`config.mk`:
```
export PLATFORM = sky130hd
export DESIGN_NAME = fb_write_sched
export DESIGN_NICKNAME = d
export VERILOG_FILES = /design/src/rtl/fb_pkg.sv /design/src/rtl/rr_arb2.sv /design/src/rtl/fb_write_sched.sv
export SDC_FILE = /design/constraint.sdc
export NUM_CORES = 1
export LEC_CHECK = 0
export ABC_AREA = 1
export CAP_MARGIN = 25
export CELL_PAD_IN_SITES_DETAIL_PLACEMENT = 0
export CELL_PAD_IN_SITES_GLOBAL_PLACEMENT = 1
export CORE_MARGIN = 5
export CORE_UTILIZATION = 29
export CTS_CLUSTER_DIAMETER = 80
export DETAILED_ROUTE_END_ITERATION = 6
export PLACE_DENSITY = 0.83
export RECOVER_POWER = 100
export SLEW_MARGIN = 40
export SYNTH_ARGS = -nofsm -noshare
export SYNTH_HDL_FRONTEND = slang
export SYNTH_SLANG_ARGS = --single-unit
```
`constraint.sdc`:
```
create_clock -name i_clk -period 2.39 [get_ports i_clk]
set_clock_uncertainty 0.05 [all_clocks]
set_input_delay 0.3585 -clock i_clk [delete_from_list [all_inputs] [get_ports i_clk]]
set_output_delay 0.3585 -clock i_clk [all_outputs]
set_load 0.05 [all_outputs]
```
`src/rtl/fb_pkg.sv`:
```
// Shared framebuffer scheduler definitions: FSM encodings, default widths
// and the 640x480 active-area geometry.
package fb_pkg;

  typedef enum logic [1:0] {
    ST_SYNC = 2'd0,
    ST_RUN  = 2'd1,
    ST_FULL = 2'd2
  } fb_state_e;

  localparam int FB_ADDR_W   = 19;
  localparam int FB_DATA_W   = 8;
  localparam int FB_H_ACTIVE = 640;
  localparam int FB_V_ACTIVE = 480;
  localparam int FB_PIXELS   = FB_H_ACTIVE * FB_V_ACTIVE;

endpackage

```
`src/rtl/rr_arb2.sv`:
```
// Two-way round-robin arbiter. Bit 0 is requester A, bit 1 is requester B;
// the pointer only moves when a grant is actually taken.
module rr_arb2 (
  input  logic       i_clk,
  input  logic       i_rst_n,
  input  logic [1:0] i_valid,
  input  logic       i_advance,
  output logic [1:0] o_grant
);

  // ptr_q = 0 favours A, 1 favours B
  logic ptr_q, ptr_d;

  always_comb begin
    o_grant = i_valid;
    if (i_valid == 2'b11) o_grant = ptr_q ? 2'b10 : 2'b01;
  end

  always_comb begin
    ptr_d = ptr_q;
    if (i_advance && (|o_grant)) ptr_d = o_grant[0];
  end

  always_ff @(posedge i_clk or negedge i_rst_n) begin
    if (!i_rst_n) ptr_q <= 1'b0;
    else          ptr_q <= ptr_d;
  end

endmodule

```
`src/rtl/fb_write_sched.sv`:
```
// Framebuffer write scheduler: arbitrates two requesters into a per-frame
// write budget. Define FB_SCHED_BLANK_ONLY_EN to restrict writes to blanking.
module fb_write_sched
  import fb_pkg::*;
#(
  parameter int ADDR_W = FB_ADDR_W,
  parameter int DATA_W = FB_DATA_W,
  parameter int MAX_WR = 4096
) (
  input  logic              i_clk,
  input  logic              i_rst_n,
  input  logic              i_pix_stb,
  input  logic              i_blanking,
  input  logic              i_animate,
  input  logic              i_a_valid,
  input  logic [ADDR_W-1:0] i_a_addr,
  input  logic [DATA_W-1:0] i_a_data,
  output logic              o_a_ready,
  input  logic              i_b_valid,
  input  logic [ADDR_W-1:0] i_b_addr,
  input  logic [DATA_W-1:0] i_b_data,
  output logic              o_b_ready,
  output logic              o_we,
  output logic [ADDR_W-1:0] o_waddr,
  output logic [DATA_W-1:0] o_wdata,
  output logic              o_frame_done,
  output logic [15:0]       o_frame_wr,
  output logic [1:0]        o_state
);

  localparam logic [15:0] MAX_CNT = 16'(MAX_WR);

  fb_state_e         state_q, state_d;
  logic [15:0]       cnt_q, cnt_d, frame_wr_q, frame_wr_d, cnt_inc;
  logic              we_q, we_d, done_q, done_d;
  logic [ADDR_W-1:0] waddr_q, waddr_d;
  logic [DATA_W-1:0] wdata_q, wdata_d;
  logic              gate, frame_ev, slot_open, xfer;
  logic [1:0]        grant;

`ifdef FB_SCHED_BLANK_ONLY_EN
  assign gate = i_blanking;
`else
  assign gate = i_blanking | 1'b1;
`endif

  assign frame_ev  = i_animate & i_pix_stb;
  assign slot_open = (state_q == ST_RUN) & i_pix_stb & gate;

  rr_arb2 u_arb (
    .i_clk     (i_clk),
    .i_rst_n   (i_rst_n),
    .i_valid   ({i_b_valid, i_a_valid}),
    .i_advance (slot_open),
    .o_grant   (grant)
  );

  assign o_a_ready = slot_open & grant[0];
  assign o_b_ready = slot_open & grant[1];
  assign xfer      = o_a_ready | o_b_ready;
  assign cnt_inc   = cnt_q + {15'd0, xfer};

  always_comb begin
    state_d    = state_q;
    cnt_d      = cnt_inc;
    frame_wr_d = frame_wr_q;
    done_d     = 1'b0;
    we_d       = xfer;
    waddr_d    = waddr_q;
    wdata_d    = wdata_q;
    if (xfer) begin
      waddr_d = o_a_ready ? i_a_addr : i_b_addr;
      wdata_d = o_a_ready ? i_a_data : i_b_data;
    end
    // A frame event wins over reaching the budget: the count restarts anyway
    if (frame_ev) begin
      cnt_d   = 16'd0;
      state_d = ST_RUN;
      if (state_q != ST_SYNC) begin
        frame_wr_d = cnt_inc;
        done_d     = 1'b1;
      end
    end else if (state_q == ST_RUN && cnt_inc == MAX_CNT) begin
      state_d = ST_FULL;
    end
  end

  always_ff @(posedge i_clk or negedge i_rst_n) begin
    if (!i_rst_n) begin
      state_q    <= ST_SYNC;
      cnt_q      <= 16'd0;
      frame_wr_q <= 16'd0;
      done_q     <= 1'b0;
      we_q       <= 1'b0;
      waddr_q    <= '0;
      wdata_q    <= '0;
    end else begin
      state_q    <= state_d;
      cnt_q      <= cnt_d;
      frame_wr_q <= frame_wr_d;
      done_q     <= done_d;
      we_q       <= we_d;
      waddr_q    <= waddr_d;
      wdata_q    <= wdata_d;
    end
  end

  assign o_we         = we_q;
  assign o_waddr      = waddr_q;
  assign o_wdata      = wdata_q;
  assign o_frame_done = done_q;
  assign o_frame_wr   = frame_wr_q;
  assign o_state      = state_q;

endmodule

```
==> results.md <==
- # diodes: 0
- Hold depth: 2
- Area of the multi-input gates: 1240 um2
- Final worst setup slack: -0.00156 ns
- Synth top cells by count: nand2_1, dfrtp_1, nor2_1
- Count of cell types in the netlist: 27
- M1 GR Usage: 0.172
- DRC Markers: 0
- Switch share: 0.399
- Post-route minimum period: ~2.4 ns
- Unrepaired setup endpoints after global routing: yes
- Asr flop ratio synth: 1.00
- Hold WC Path Type: register to register
- Worst-Skew Late Latency: around 0.34 ns
- Worst IR Drop VDD: about 0.00035 V
- CP Class: register to register
- CTS Buffer Depth: 2
- Yosys Warn Count: 0
- First-pass GRT wire length: about 14 mm
- GRT Util Overall: 0.141
- Worst path required time: ~2.6 ns
- Final core occ: 0.457
- Reg2Reg Depth: 14
- Final setup fails: 1
- Seq cells post-synth: 64
- Register area share after synthesis: 0.538
- Die Y-Extent: roughly 110 um
- Primary flip-flop cell chosen by synthesis mapping: dfrtp_1
- Vias in the first global route: just under 3000
- Overflow after GRT: 0
- Area Growth Syn to Fin: 56.6%
- Total clock sinks: 64
- Drt first pass iters: 4
- H-Tree Depth: 3
- Synth top area share: 0.538
- Core Area: approximately 10000 um2
- Filler instances: roughly 1000
- Slew Viols, Final: 0
- DR iter-0 viols: 100
- Met2 Use GR: 0.220
- Die footprint: ~12000 um2
- Tightest Pin Transition: 1.21 ns
- Vias/cell: ~4.5
- Dpl cell area: 4400 um2
- Register area: 1600 um2
- Clock power frac: 0.239
- Routed len/inst: ~13 um
- Synth top area cells: dfrtp_1, nand2_1, nor2_1, a31oi_1, inv_1
- Syn Nets: between 400 and 500
- Gpl congestion: 0.854
- Post-Syn Area: between 2000 and 3000 um2
- Antenna-violating nets left: 0
- M3 GR Usage: 0.0660
- Drt total wl: roughly 8.4 mm
- Largest area contributor in the netlist: dfrtp_1
- Crit path max fanout: 6
- Run status: finished with violations
- Fin. Hold Viols: 0
- Worst path slowest cell: dfrtp_2
- Share of layout cells above drive strength 1: 0.144
- CTS tree: built
- Largest net degree at the start of global routing: 56
- Logic pwr share: 0.402
- Power Density: roughly 830 nW/um2
- Peak Freq: 0.418 GHz
- Vias: roughly 2900
- Avg Cell Area, Syn: 8.15 um2
- Fin crit share: 1.00
- CP arrival: around 2.6 ns
- Synth Instances: roughly 370
- Max_slew headroom: 0.194
- Layout Nets: ~570
- Crit. End Element: register
- Grt peak-use layer: met2
- Clock-pin slew on the worst setup and hold paths: about 0.070 ns
- # IOs: between 100 and 150
- Static leakage: about 2.0 nW
- Clock Tree Root: clkbuf_8
- TritonCTS buffer count: 9
- Int Power: between 2 and 2.5 mW
- Switch Pwr: 1.54 mW
- Failing checks: negative setup slack
- Post-synth EDFFs: 0
- Part of the power in registers: 0.359
- # port buffers: ~110
- MaxCap Viol Count: 0
- Startpoint Class: register
- Dpl hpwl: 6.48 mm
- Std-Cell Rows: 37
- Max stage delay on crit path: between 0.4 and 0.5 ns
- Chip Width: around 110 um
- Crit path cell chain: nor2_4 -> nand2_2 -> a211oi_4 -> or2_4 -> ha_4 -> ha_4 -> nand2_2 -> nor2_4 -> nand4_1 -> nand2_1 -> nand3_1 -> nor2_1 -> nand3_1 -> a21oi_1
- Most frequent cell after synthesis: nand2_1
- Starting Density: 0.292
- Design area: 4660 um2
- Initial antenna violation count: 0
-- sequential cells by signal, indices dropped and copies added (netlist names) --
register	flops
o_wdata	8
cnt_q	16
o_frame_wr	16
u_arb.ptr_q	1
o_we	1
o_waddr	19
o_frame_done	1
o_state	2
-- cell type report --
class | instances | area share
Sequential cell | 64 | 0.344
Timing Repair Buffer | 142 | 0.286
Tap cell | 136 | 0.0365
Clock inverter | 7 | 0.0156
Clock buffer | 9 | 0.0266
Inverter | 30 | 0.0242
Multi-Input combinational cell | 256 | 0.267
-- cells in the final DEF, fill, tap and decap left out, drive strengths merged --
cell | synthesis | routed
clkinv | 1 | 5
a31oi | 31 | 31
clkdlybuf4s50 | 0 | 105
ha | 2 | 2
inv | 29 | 29
nand3b | 2 | 2
o21ai | 13 | 13
dfrtp | 64 | 64
xor2 | 1 | 1
clkbuf | 4 | 13
clkinvlp | 0 | 2
nor2 | 62 | 62
a21oi | 6 | 6
nand3 | 14 | 14
a211oi | 1 | 1
nand4 | 5 | 5
or2 | 1 | 1
and2 | 1 | 1
buf | 11 | 32
nand2 | 114 | 114
dlygate4sd3 | 0 | 1
bufinv | 0 | 1
o211ai | 1 | 1
o21bai | 2 | 2
-- final timing paths --
path,from,end,slack [ns]
max,o_state[1],o_state[1],-0.002
min reg2reg,o_frame_wr[10],o_frame_wr[10],0.43
min in group asynchronous,i_rst_n,o_frame_wr[5],0.73
max in group asynchronous,i_rst_n,o_state[1],0.33
max reg2reg,o_state[1],o_state[1],-0.002
min,o_frame_wr[10],o_frame_wr[10],0.43
-- per-layer routing --
metal	part of all wire	vias up
met3	0.10	10
met4	0.014	0
li1	-	1454
met5	0	-
met1	0.43	1341
met2	0.45	101
-- power groups by stage --
stage               sequential (mW)  clock, mW  combinational, mW
finish                         1.38      0.923               1.55
detailed placement             1.40          0               1.53
global route                   1.41      0.996               1.67
floorplan                      1.97          0              0.382
global placement               1.39          0               1.52
CTS                            1.39      0.956               1.54
-- critical path, delay by kind of cell (launching register included) --
family                   cells  cell delay (ns)
AND/OR/NAND/NOR             10             1.15
AO/OA/AOI/OAI                2             0.38
adder cells (fa/ha/maj)      2             0.30
flip-flops                   1             0.43
-- repair_timing --
action                                  CTS  global route
buffers inserted                          0             4
endpoints found under the setup margin    2             5
pin swaps                                 1             2
cloned                                    0             0
endpoints found under the hold margin    21             0
hold buffers                              1             0
resized for setup                         3             4
-- through the flow --
stage	instances	total power [mW]	hold WS [ns]	TNS, ns	setup slack, ns
after global placement	623	2.91	0.309	-1.43	-0.332
final	644	3.86	0.432	-0.00156	-0.00156
after detailed placement	623	2.94	0.313	-2.49	-0.398
after CTS	640	3.88	0.441	0	0.00443
after global routing	644	4.07	0.473	-0.448	-0.169
after floorplan	365	2.35	0.0129	-8.05	-0.604
-- cells by family (layout without fill, tap and decap cells) --
group,after synthesis,count (layout),synth area share
AO/OA/AOI/OAI,54,54,0.112
XOR/XNOR,1,1,0.00295
adder cells (fa/ha/maj),2,2,0.00841
buffers and inverters,45,188,0.0703
flip-flops,64,64,0.538
AND/OR/NAND/NOR,199,199,0.268
No activity file was read; power rests on OpenSTA's default activity.
